<file path="src/rtl/ysyx_23060191_lsu.sv">
// Load/store unit: one instruction in flight, valid/ready on both the pipeline and the data bus.
// Handles byte/half/word lanes, sign/zero extension and misalignment reporting.
module ysyx_23060191_lsu #(
    parameter int CPU_WIDTH     = 32,
    parameter int LSU_OPT_WIDTH = 4
) (
    input  logic                     clk,
    input  logic                     rst_n,
    input  logic                     in_valid,
    output logic                     in_ready,
    input  logic [CPU_WIDTH-1:0]     exu_res,
    input  logic [CPU_WIDTH-1:0]     data_Rs2,
    input  logic [LSU_OPT_WIDTH-1:0] lsu_opt_code,
    output logic                     out_valid,
    input  logic                     out_ready,
    output logic [CPU_WIDTH-1:0]     lsu_res,
    output logic                     lsu_err,
    output logic                     mem_req_valid,
    input  logic                     mem_req_ready,
    output logic                     mem_req_wen,
    output logic [CPU_WIDTH-1:0]     mem_req_addr,
    output logic [CPU_WIDTH-1:0]     mem_req_wdata,
    output logic [3:0]               mem_req_wmask,
    input  logic                     mem_rsp_valid,
    input  logic [CPU_WIDTH-1:0]     mem_rsp_rdata
);

    localparam logic [LSU_OPT_WIDTH-1:0] OP_LB  = LSU_OPT_WIDTH'(1);
    localparam logic [LSU_OPT_WIDTH-1:0] OP_LH  = LSU_OPT_WIDTH'(2);
    localparam logic [LSU_OPT_WIDTH-1:0] OP_LW  = LSU_OPT_WIDTH'(3);
    localparam logic [LSU_OPT_WIDTH-1:0] OP_LBU = LSU_OPT_WIDTH'(4);
    localparam logic [LSU_OPT_WIDTH-1:0] OP_LHU = LSU_OPT_WIDTH'(5);
    localparam logic [LSU_OPT_WIDTH-1:0] OP_SB  = LSU_OPT_WIDTH'(6);
    localparam logic [LSU_OPT_WIDTH-1:0] OP_SH  = LSU_OPT_WIDTH'(7);
    localparam logic [LSU_OPT_WIDTH-1:0] OP_SW  = LSU_OPT_WIDTH'(8);

    typedef enum logic [1:0] {S_IDLE, S_REQ, S_WAIT, S_DONE} state_t;

    state_t                   state;
    logic [LSU_OPT_WIDTH-1:0] op_q;
    logic [1:0]               off_q;

    logic                     op_load, op_store, op_half, op_word;
    logic                     misalign;
    logic [1:0]               off;
    logic [3:0]               store_mask;
    logic [CPU_WIDTH-1:0]     rsp_word, load_data;

    assign in_ready = (state == S_IDLE);
    assign off      = exu_res[1:0];

    always_comb begin
        op_load  = 1'b0;
        op_store = 1'b0;
        op_half  = 1'b0;
        op_word  = 1'b0;
        case (lsu_opt_code)
            OP_LB, OP_LBU: op_load = 1'b1;
            OP_LH, OP_LHU: begin op_load = 1'b1; op_half = 1'b1; end
            OP_LW:         begin op_load = 1'b1; op_word = 1'b1; end
            OP_SB:         op_store = 1'b1;
            OP_SH:         begin op_store = 1'b1; op_half = 1'b1; end
            OP_SW:         begin op_store = 1'b1; op_word = 1'b1; end
            default:       ;
        endcase
    end

    assign misalign   = (op_half & off[0]) | (op_word & (off != 2'b00));
    assign store_mask = op_word ? 4'b1111 : (op_half ? (4'b0011 << off) : (4'b0001 << off));

    // Response is decoded with the opcode and lane offset captured at acceptance.
    always_comb begin
        rsp_word = mem_rsp_rdata >> {off_q, 3'b000};
        case (op_q)
            OP_LB:   load_data = {{(CPU_WIDTH-8){rsp_word[7]}}, rsp_word[7:0]};
            OP_LBU:  load_data = {{(CPU_WIDTH-8){1'b0}}, rsp_word[7:0]};
            OP_LH:   load_data = {{(CPU_WIDTH-16){rsp_word[15]}}, rsp_word[15:0]};
            OP_LHU:  load_data = {{(CPU_WIDTH-16){1'b0}}, rsp_word[15:0]};
            OP_LW:   load_data = rsp_word;
            default: load_data = '0;
        endcase
    end

    always_ff @(posedge clk or negedge rst_n) begin
        if (!rst_n) begin
            state         <= S_IDLE;
            op_q          <= '0;
            off_q         <= '0;
            out_valid     <= 1'b0;
            lsu_res       <= '0;
            lsu_err       <= 1'b0;
            mem_req_valid <= 1'b0;
            mem_req_wen   <= 1'b0;
            mem_req_addr  <= '0;
            mem_req_wdata <= '0;
            mem_req_wmask <= '0;
        end else begin
            case (state)
                S_IDLE: if (in_valid) begin
                    op_q  <= lsu_opt_code;
                    off_q <= off;
                    if (!(op_load | op_store)) begin
                        lsu_res   <= exu_res;
                        lsu_err   <= 1'b0;
                        out_valid <= 1'b1;
                        state     <= S_DONE;
                    end else if (misalign) begin
                        lsu_res   <= '0;
                        lsu_err   <= 1'b1;
                        out_valid <= 1'b1;
                        state     <= S_DONE;
                    end else begin
                        mem_req_valid <= 1'b1;
                        mem_req_wen   <= op_store;
                        mem_req_addr  <= {exu_res[CPU_WIDTH-1:2], 2'b00};
                        mem_req_wdata <= data_Rs2 << {off, 3'b000};
                        mem_req_wmask <= op_store ? store_mask : 4'b0000;
                        state         <= S_REQ;
                    end
                end
                S_REQ: if (mem_req_ready) begin
                    mem_req_valid <= 1'b0;
                    state         <= S_WAIT;
                end
                S_WAIT: if (mem_rsp_valid) begin
                    lsu_res   <= mem_req_wen ? '0 : load_data;
                    lsu_err   <= 1'b0;
                    out_valid <= 1'b1;
                    state     <= S_DONE;
                end
                S_DONE: if (out_ready) begin
                    out_valid <= 1'b0;
                    state     <= S_IDLE;
                end
                default: state <= S_IDLE;
            endcase
        end
    end

endmodule

</file>
<file path="config.mk">
export PLATFORM = sky130hd
export DESIGN_NAME = ysyx_23060191_lsu
export DESIGN_NICKNAME = d
export VERILOG_FILES = /design/src/rtl/ysyx_23060191_lsu.sv
export SDC_FILE = /design/constraint.sdc
export NUM_CORES = 1
export LEC_CHECK = 0
export ABC_AREA = 1
export ABC_CLOCK_PERIOD_IN_PS = 2890
export BUFFER_PORTS_ARGS = -buffer_cell sky130_fd_sc_hd__buf_2
export CAP_MARGIN = 10
export CORE_ASPECT_RATIO = 0.6
export CORE_MARGIN = 2
export CORE_UTILIZATION = 35
export DETAILED_ROUTE_END_ITERATION = 10
export GPL_TIMING_DRIVEN = 0
export SETUP_SLACK_MARGIN = 0.3
export SYNTH_ARGS = -nofsm -noshare
export SYNTH_HDL_FRONTEND = slang
export SYNTH_SLANG_ARGS = --single-unit
</file>
<file path="constraint.sdc">
create_clock -name clk -period 2.89 [get_ports clk]
set_input_delay 0.289 -clock clk [delete_from_list [all_inputs] [get_ports clk]]
set_output_delay 0.289 -clock clk [all_outputs]
set_load 0.01 [all_outputs]
</file>
==> flow_summary.yaml <==
min_path:
  worstHoldStart: "exu_res[24]"
  hold-path-cell-count: 3
  min_to: "mem_req_addr[24]"
  hold_class: "in2reg"
clock_tree:
  cts_tree: "yes"
  cts_root_buffer: "clkbuf_16"
  cts.clk_slew.worst_paths_ns: 0.08
  htreeDepth: 3
  clk_latency_ns: 0.35
  cts_buffers: 9
  postCtsSetupRepairBufs: 0
  clk_path_buf_depth: 2
  cts.sinks: 110
pwr:
  pwr-share-seq: 0.335
  pwr_density_cell_mw_per_mm2: 965
  power_frac_clock: 0.175
  power.total_mw: 7.53
  leakage_nw: 4.57
  p_switching_mw: 3.39
  combPwrFrac: 0.489
  max-vdd-ir-drop_mv: 0.421
  intPower_mw: 4.14
  swShare: 0.450
yosys:
  synth_compound_area_frac: 0.0832
  synth-seq-cells: 110
  syn-instance-count: 898
  synthTopCellsByCount: "463 x nand2_1, 110 x dfrtp_1, 83 x o21ai_0, 80 x nand3_1, 40 x inv_1"
  synth-xor-area-share: 0
  post_synth_and_or_nand_nor_area_fraction: 0.383
  yosys_most_used_dff: "dfrtp_1"
  synth_area_leaders: "dfrtp_1 45%, nand2_1 28%, o21ai_0 6.8%"
  synth_top_area_share: 0.449
  synthMuxAreaShare: 0
  async_reset_ff_frac: 1.00
  synth_edf_count: 0
  synth_area_mm2: 0.00613
  yosysMostFrequentCell: "nand2_1"
  yosys_warnings: 0
  synth_top_area_cell: "dfrtp_1"
  syn_avg_cell_area_um2: 6.83
  yosysSeqAreaShare: 0.449
  synth_cell_types: 23
  synth_top_family_by_area: "simple AND/OR/NAND/NOR gates"
  synth_fa_ha_area_frac: 0.0102
die:
  die_w_um: 175
  start_util: 0.358
  std_cell_rows: 37
  die_area_mm2: 0.0186
  dieHeight_um: 107
  ios: 211
  core-area_mm2: 0.0171
route:
  first_pass_iters: 6
  vias: 6526
  wire_per_inst_um: 16.5
  drc: 0
  drtIter0Drc: 609
  drt-total-wl_um: 22500
  viasPerCell: 4.81
  final_antenna_net_count: 0
timing:
  finalSetupTns_ns: 0
  worst_pin_slew_ns: 0.564
  setup_viol: 0
  maxSlewViolCount: 0
  layout_min_cycle_time_ns: 2.23
  finClkSkew_ns: 0.0123
  final_hold_viol_count: 0
  finalCritPeriodShare: 0.770
  rsz0062_at_grt: "no"
  slew_headroom: 0.620
  fmax_mhz: 449
worst_setup_path:
  critPathKind: "reg2reg"
  critical_path.endpoint_type: "register"
  crit_slowest_cell: "o21ai_0"
  path_cells: "buf_4, inv_2, buf_2, buf_2, nand2_1, o21ai_0, o21ai_0, o21ai_0, nand2_1, nand2_1"
  critPathMaxFanout: 10
  r2r_slack_ns: 0.66
  startpoint_type: "register"
  cp.required_ns: 3.18
  rr_startpoint: "off_q[0]"
  max_stage_delay_ns: 0.50
  r2r_end: "lsu_res[5]"
  reg2regPathDepth: 10
  crit_arrival_ns: 2.51
grt:
  grt.overflow.total: 0
  grt_pass1_vias: 6053
  grt_use_total: 0.244
  grt_antenna_before_repair: 2
  grt_pass1_wl_um: 35100
  grt_max_degree: 65
final_layout:
  fin_cells: 1357
  drive_above_1_share: 0.240
  antenna_cells: 0
  area_growth_pct: 27.3
  nNetsFinal: 1229
  fin_area_mm2: 0.00781
placed_design:
  gp_congestion: 0.966
  dp.cells: 1340
  io_buffer_count: 206
  dp_hpwl_um: 17600
  placed_area_mm2: 0.00749
job:
  max_cap_violations: 0
outcome:
  outcome: "finished clean"
[power by group through the flow]
stage / Combinational (mW) / Clock, mW / Sequential (mW)
after global routing: 4.13 / 1.42 / 2.61
after detailed placement: 3.66 / 0 / 2.54
after CTS: 3.68 / 1.36 / 2.53
final: 3.69 / 1.32 / 2.53
after global placement: 3.64 / 0 / 2.54
after floorplan: 1.97 / 0 / 2.78
[metrics by stage]
step,hold slack [ns],utilization,worst slack (ns)
after global routing,0.149,0.456,0.586
after detailed placement,0.250,0.438,0.840
after global placement,0.457,0.436,0.0962
after floorplan,-0.00659,-,1.21
final,0.147,0.456,0.665
after CTS,0.139,0.456,0.817
[metal layers]
layer,up-vias,wire [µm],track usage
li1,3247,-,-
met1,3008,12100,0.415
met2,255,8400,0.299
met3,14,1770,0.0572
met4,2,162,0.0399
met5,-,13,0
[worst max path at each step]
stage / startpoint / endpoint / slack [ns] / cells after the start
after detailed placement: off_q[0] / lsu_res[5] / 0.84 / 10
after CTS: state[1] / mem_req_addr[8] / 0.82 / 9
after global placement: rst_n / mem_req_wdata[20] / 0.1 / 1
after global routing: off_q[0] / lsu_res[5] / 0.59 / 10
final: off_q[0] / lsu_res[5] / 0.66 / 10
after floorplan: state[0] / state[1] / 1.21 / 8
[repair_timing]
action / 4_1_cts / 5_1_grt
hold buffers: 1 / 0
resized for setup: 0 / 0
hold endpoints to repair: 46 / 0
[layout by cell type, fill, tap and decap left out, types with 3 or more instances in the layout]
cell type  instances
nand2_1          463
inv_1             40
o211ai_1           7
clkbuf_1          20
ha_1               5
buf_2            218
nor2_1            32
a21oi_1            6
o21ai_0           83
inv_2              6
clkbuf_16          9
nand3_1           80
buf_4             16
dfrtp_1          110
buf_1              3
[critical path: cells and delay by family, from the launching register on]
family	cells	cell delay [ns]
DFF	1	0.37
and+or+nand+nor	3	0.32
buffers and inverters	4	0.71
AOI/OAI and AO/OA	3	0.75
[layout make-up]
| type | count | area (µm²) |
|---|---|---|
| clock buffer | 9 | 225 |
| buffer | 53 | 283 |
| tap | 234 | 293 |
| sequential | 110 | 2750 |
| fill | 1851 | 9320 |
| timing repair buffer | 208 | 1070 |
| inverter | 46 | 173 |
| clock inverter | 7 | 80.1 |
| multi-input combinational | 690 | 2930 |
[kinds of logic (layout without fill, tap and decap cells)]
logic type,Yosys count,count (layout)
other,1,2
flip-flops,110,110
AO/OA/AOI/OAI,98,98
adder cells (fa/ha/maj),5,5
buffers and inverters,99,323
AND/OR/NAND/NOR,585,585
[registers in the layout (all words and copies together) (netlist names)]
| signal | count |
|---|---|
| mem_req_valid | 1 |
| lsu_res | 32 |
| mem_req_wdata | 32 |
| mem_req_wmask | 4 |
| mem_req_wen | 1 |
| lsu_err | 1 |
| state | 2 |
| mem_req_addr | 30 |
| out_valid | 1 |
| op_q | 4 |
| off_q | 2 |
(Power assumes the default switching activity.)
